[src/rtl/regfile_pkg.sv]
// Shared constants and helpers for the scoreboarded register file.
package regfile_pkg;

    localparam int DEFAULT_WIDTH = 32;
    localparam int DEFAULT_DEPTH = 32;

    // Ceiling log2, usable in parameter expressions.
    function automatic int clog2(input int value);
        int result;
        result = 0;
        for (int i = 0; i < 31; i++) begin
            if ((1 << i) < value) begin
                result = i + 1;
            end
        end
        return result;
    endfunction

endpackage

[src/rtl/regfile_scoreboard.sv]
// Busy-bit scoreboard: tracks registers with a pending producer, accepts
// reserves, and keeps a running count of busy registers.
module regfile_scoreboard
    import regfile_pkg::*;
#(
    parameter int DEPTH = DEFAULT_DEPTH,
    parameter int AW    = clog2(DEFAULT_DEPTH)
) (
    input  logic          clock,
    input  logic          ctrl_reset,
    input  logic          wr_accept,
    input  logic [AW-1:0] wr_addr,
    input  logic          rsv_req,
    input  logic [AW-1:0] rsv_addr,
    input  logic [AW-1:0] rd_addr_a,
    input  logic [AW-1:0] rd_addr_b,
    output logic          reserve_ok,
    output logic          busy_a,
    output logic          busy_b,
    output logic [AW:0]   busy_count
);

    logic [DEPTH-1:0] busy_q;
    logic [DEPTH-1:0] busy_d;
    logic [DEPTH-1:0] set_vec;
    logic [DEPTH-1:0] clr_vec;
    logic [AW:0]      count_q;
    logic [AW:0]      count_d;
    logic             rsv_ok;
    logic             wr_clear;

    assign rsv_ok   = rsv_req && !ctrl_reset && (rsv_addr != '0) && !busy_q[rsv_addr];
    assign wr_clear = wr_accept && busy_q[wr_addr];

    // Register 0 never carries a busy bit.
    assign set_vec[0] = 1'b0;
    assign clr_vec[0] = 1'b1;

    generate
        for (genvar gi = 1; gi < DEPTH; gi++) begin : g_bits
            assign set_vec[gi] = rsv_ok && (rsv_addr == AW'(gi));
            assign clr_vec[gi] = wr_clear && (wr_addr == AW'(gi));
        end
    endgenerate

    always_comb begin
        busy_d  = (busy_q & ~clr_vec) | set_vec;
        count_d = count_q;
        case ({rsv_ok, wr_clear})
            2'b10:   count_d = count_q + {{AW{1'b0}}, 1'b1};
            2'b01:   count_d = count_q - {{AW{1'b0}}, 1'b1};
            default: count_d = count_q;
        endcase
    end

    always_ff @(posedge clock or posedge ctrl_reset) begin
        if (ctrl_reset) begin
            busy_q  <= '0;
            count_q <= '0;
        end else begin
            busy_q  <= busy_d;
            count_q <= count_d;
        end
    end

    assign reserve_ok = rsv_ok;
    assign busy_a     = busy_q[rd_addr_a];
    assign busy_b     = busy_q[rd_addr_b];
    assign busy_count = count_q;

endmodule

[src/rtl/regfile_sb.sv]
// Two-read, one-write register file with a reservation scoreboard.
// Optional write-to-read forwarding is enabled by defining REGFILE_SB_BYPASS_EN.
module regfile_sb
    import regfile_pkg::*;
#(
    parameter int WIDTH = DEFAULT_WIDTH,
    parameter int DEPTH = DEFAULT_DEPTH,
    parameter int AW    = clog2(DEPTH)
) (
    input  logic             clock,
    input  logic             ctrl_reset,
    input  logic             ctrl_writeEnable,
    input  logic [AW-1:0]    ctrl_writeReg,
    input  logic [WIDTH-1:0] data_writeReg,
    input  logic [AW-1:0]    ctrl_readRegA,
    input  logic [AW-1:0]    ctrl_readRegB,
    output logic [WIDTH-1:0] data_readRegA,
    output logic [WIDTH-1:0] data_readRegB,
    input  logic             ctrl_reserve,
    input  logic [AW-1:0]    ctrl_reserveReg,
    output logic             reserve_ok,
    output logic             busy_A,
    output logic             busy_B,
    output logic [AW:0]      busy_count
);

    logic [WIDTH-1:0] regs_q [DEPTH];
    logic [WIDTH-1:0] regs_d [DEPTH];
    logic             wr_accept;

    logic [AW-1:0]    rd_addr  [2];
    logic [WIDTH-1:0] rd_data  [2];
    logic             rd_busy_stored [2];
    logic             rd_busy  [2];
    logic             rd_hit   [2];

    assign wr_accept = ctrl_writeEnable && (ctrl_writeReg != '0);

    always_comb begin
        regs_d = regs_q;
        if (wr_accept) begin
            regs_d[ctrl_writeReg] = data_writeReg;
        end
        regs_d[0] = '0;
    end

    always_ff @(posedge clock or posedge ctrl_reset) begin
        if (ctrl_reset) begin
            for (int i = 0; i < DEPTH; i++) begin
                regs_q[i] <= '0;
            end
        end else begin
            regs_q <= regs_d;
        end
    end

    regfile_scoreboard #(
        .DEPTH (DEPTH),
        .AW    (AW)
    ) u_scoreboard (
        .clock      (clock),
        .ctrl_reset (ctrl_reset),
        .wr_accept  (wr_accept),
        .wr_addr    (ctrl_writeReg),
        .rsv_req    (ctrl_reserve),
        .rsv_addr   (ctrl_reserveReg),
        .rd_addr_a  (ctrl_readRegA),
        .rd_addr_b  (ctrl_readRegB),
        .reserve_ok (reserve_ok),
        .busy_a     (rd_busy_stored[0]),
        .busy_b     (rd_busy_stored[1]),
        .busy_count (busy_count)
    );

    assign rd_addr[0] = ctrl_readRegA;
    assign rd_addr[1] = ctrl_readRegB;

    generate
        for (genvar gi = 0; gi < 2; gi++) begin : g_read
`ifdef REGFILE_SB_BYPASS_EN
            // Forwarding is suppressed during reset so every output reads zero.
            assign rd_hit[gi] = wr_accept && !ctrl_reset && (rd_addr[gi] == ctrl_writeReg);
`else
            assign rd_hit[gi] = 1'b0;
`endif
            assign rd_data[gi] = rd_hit[gi] ? data_writeReg : regs_q[rd_addr[gi]];
            assign rd_busy[gi] = rd_hit[gi] ? 1'b0 : rd_busy_stored[gi];
        end
    endgenerate

    assign data_readRegA = rd_data[0];
    assign data_readRegB = rd_data[1];
    assign busy_A        = rd_busy[0];
    assign busy_B        = rd_busy[1];

endmodule

[config.mk]
export PLATFORM = sky130hd
export DESIGN_NAME = regfile_sb
export DESIGN_NICKNAME = d
export VERILOG_FILES = /design/src/rtl/regfile_pkg.sv /design/src/rtl/regfile_scoreboard.sv /design/src/rtl/regfile_sb.sv
export SDC_FILE = /design/constraint.sdc
export NUM_CORES = 2
export LEC_CHECK = 0
export BUFFER_PORTS_ARGS = -buffer_cell sky130_fd_sc_hd__buf_2
export CORE_MARGIN = 4
export CORE_UTILIZATION = 60
export CTS_CLUSTER_DIAMETER = 60
export CTS_CLUSTER_SIZE = 30
export DETAILED_ROUTE_END_ITERATION = 12
export GPL_TIMING_DRIVEN = 0
export PLACE_DENSITY = 0.88
export SLEW_MARGIN = 30
export SYNTH_ARGS = -nofsm -noshare
export SYNTH_HDL_FRONTEND = slang
export SYNTH_SLANG_ARGS = --single-unit
export TNS_END_PERCENT = 10
[constraint.sdc]
create_clock -name clock -period 38.8 [get_ports clock]
set_input_delay 1.94 -clock clock [delete_from_list [all_inputs] [get_ports clock]]
set_output_delay 1.94 -clock clock [all_outputs]
set_load 0.01 [all_outputs]
==> impl_results.md <==
* Port Buffers at 118
* Post-synthesis register bit count at 1,029
* Hold-fix buffers at CTS at 0
* DRT antenna net count at 0
* Gr ovfl total at 0
* Fmax at 144 MHz
* Initial antenna violation count at 27
* Crit path required time at 36,860 ps
* Final non-filler cell total at 5,152
* Inst Count DP at 5,001
* Setup crit end kind: primary output
* Clk Latency, worst-skew pair at 700 ps
* Pleak at 0.0272 µW
* Number of DRC markers in iteration 0 at 5,921
* Count leader, synth: dfrtp_1
* Post-CTS setup buffer count at 0
* Post-synth EDFFs at 0
* Global-route wire length before repair at 268,000 µm
* Setup_tns at 0 ps
* Most common library cells after synthesis: dfrtp_1, mux2_1, mux4_2, clkbuf_1, buf_2
* Cts bufs inserted at 72
* Min Tclk post-route at 6970 ps
* # rows at 111
* Yosys cell types at 55
* Hpwl dp at 130,000 µm
* Worst-case clock buffer depth at 3
* Nets at 3,894
* Area after DPL at 0.0584 mm²
* Data arrival time of the worst path at 5030 ps
* Layout cells sized above 1 at 27.3%
* Largest fanout on the critical path at 10
* Setup Crit Path Kind: in2out
* # DRC at 0
* Layout area overhead at 9.39%
* Worst-Margin Slew at 1120 ps
* Hold Path Class: reg2reg
* Share of the yosys chip area belonging to registers at 46.0%
* Synth Area in Compound Gates at 3.72%
* Startpoint Class: input port
* Peak supply drop at 0.0296 mV
* Status: finished clean
* Final Hold Vio Count at 0
* YS warnings at 0
* Combinational family with the most area after synthesis: multiplexers
* I/O pin cnt at 129
* Cell type with the highest aggregate area in the netlist: dfrtp_1
* Skew final at 36.9 ps
* CTS tree: yes
* Slew margin rel. at 25.1%
* Syn_nets at 3,690
* Overall routing resource usage at 37.4%
* Clk slew on worst S/H paths at 70 ps
* Largest net degree at the start of global routing at 97
* Ys async rst share at 100%
* Post-Route WL at 183,000 µm
* CTS Root Cell: clkbuf_16
* Post-synth top area share at 46.0%
* PD cells at 49.9 mW/mm²
* Number of global-route vias before repair at 39,644
* Vias per std cell at 7.55
* Post-Syn Instances at 3,628
* Top post-synthesis cells by area: dfrtp_1, mux4_2, mux2_1, mux2i_1, buf_2
* Maxcap violations at 0
* Post-cts resize count at 0
* RSZ-0062 raised after global routing: no
* H-tree levels at 3
* Proportion of synthesized area in mux cells at 45.0%
* Vias at 38,914
* Mean area per synthesized cell at 15.4 µm²
* GP Congestion at 1.00
* Final period util at 18.0%
* Final setup violating endpoints at 0
* Fin area at 0.0612 mm²
* Post-Synth Adder-Cell Area at 0.148%
* Drt first pass iters at 7
* Placeable Area at 0.0921 mm²
* DR WL/cell at 35.6 µm
* Die area at 0.0981 mm²
* Die height at 313 µm
* CTS sink cnt at 1,029
* Initial Util at 60.7%
* Fraction of synthesized cell area in xor and xnor cells at 0.0626%
* Ys flop type: dfrtp_1
* Die X at 313 µm
* Post-synthesis simple-gate area fraction at 1.79%
* Mapped Area at 0.0559 mm²
* Pins Over Slew Limit at 0
[placed cells by master, fill, tap and decap left out, types with 12 or more instances in the layout]
cell type  count
a22o_1        66
a22oi_1       69
buf_1         22
buf_16        12
buf_2        287
buf_4         20
clkbuf_1     166
clkbuf_16     74
clkbuf_2      14
clkinv_8      13
dfrtp_1     1029
diode_2       18
inv_8         12
mux2_1       980
mux2_2        48
mux2i_1      134
mux4_2       538
nand2_1      131
nand3_1       12
o21a_1        68
o21ai_1       28
o31ai_1       12
[power breakdown]
part | switching, µW | total, µW | internal (µW) | leakage (µW)
clock network | 479 | 883 | 404 | 0.00130
logic | 325 | 712 | 388 | 0.0127
registers | 177 | 1460 | 1280 | 0.0132
[worst paths after layout]
path	start	end	slack, ps	cells past startpoint
max	ctrl_readRegA[0]	data_readRegA[30]	31830	9
min	u_scoreboard.busy_count[5]$_DFFE_PP0P_	u_scoreboard.busy_count[5]$_DFFE_PP0P_	460	1
max reg2reg	u_scoreboard.busy_q[19]$_DFF_PP0_	u_scoreboard.busy_count[5]$_DFFE_PP0P_	34970	10
min reg2reg	u_scoreboard.busy_count[5]$_DFFE_PP0P_	u_scoreboard.busy_count[5]$_DFFE_PP0P_	460	1
max in group asynchronous	ctrl_reset	regs_q[117]$_DFFE_PP0P_	35800	5
min in group asynchronous	ctrl_reset	regs_q[579]$_DFFE_PP0P_	1260	2
[stage by stage]
step / total power (µW) / setup WS, ps / hold WS [ps] / utilization [%]
floorplan: 1920 / 7900 / 457 / -
global placement: 2100 / -2610 / 450 / 63.1
detailed placement: 2150 / 32090 / 456 / 63.4
CTS: 3020 / 32080 / 470 / 66.4
global route: 3150 / 31910 / 491 / 66.4
finish: 3050 / 31830 / 465 / 66.4
[logic make-up (layout without fill, tap and decap cells)]
logic type | after synthesis | in the layout
AOI/OAI and AO/OA | 276 | 276
xor gates and xnor gates | 4 | 4
adders and majority gates | 6 | 6
buffers and inverters | 399 | 662
DFF | 1029 | 1029
muxes | 1704 | 1704
other | 0 | 18
and+or+nand+nor | 210 | 210
[layout make-up]
class | instances | area (µm²)
repair buffers | 130 | 921
multi-input cells | 2200 | 28300
fillers | 5970 | 30900
clock inverters | 57 | 825
plain buffers | 396 | 1840
clock buffers | 76 | 1870
diodes | 18 | 45.0
inverters | 3 | 18.8
flip-flops and latches | 1029 | 25700
well taps | 1243 | 1560
[flip-flops by register name, indices dropped and copies added, names as in the netlist]
| signal | count |
|---|---|
| regs_q | 992 |
| u_scoreboard.busy_q | 31 |
| u_scoreboard.busy_count | 6 |
[worst max-delay path: stages]
cell and delay, ps:
buf_2 110, buf_4 260, buf_4 350, clkbuf_1 840
mux4_2 370, mux2i_1 100, a22oi_1 470, o21a_1 360
buf_2 200
[routing by layer]
metal / vias to the layer above / GRT usage, % / part of all wire (%)
li1: 14527 / - / -
met1: 20146 / 47.7 / 34
met2: 3383 / 54.2 / 43
met3: 836 / 17.0 / 16
met4: 22 / 19.6 / 6.5
met5: - / 0.494 / 0.13
(Power assumes the default switching activity.)
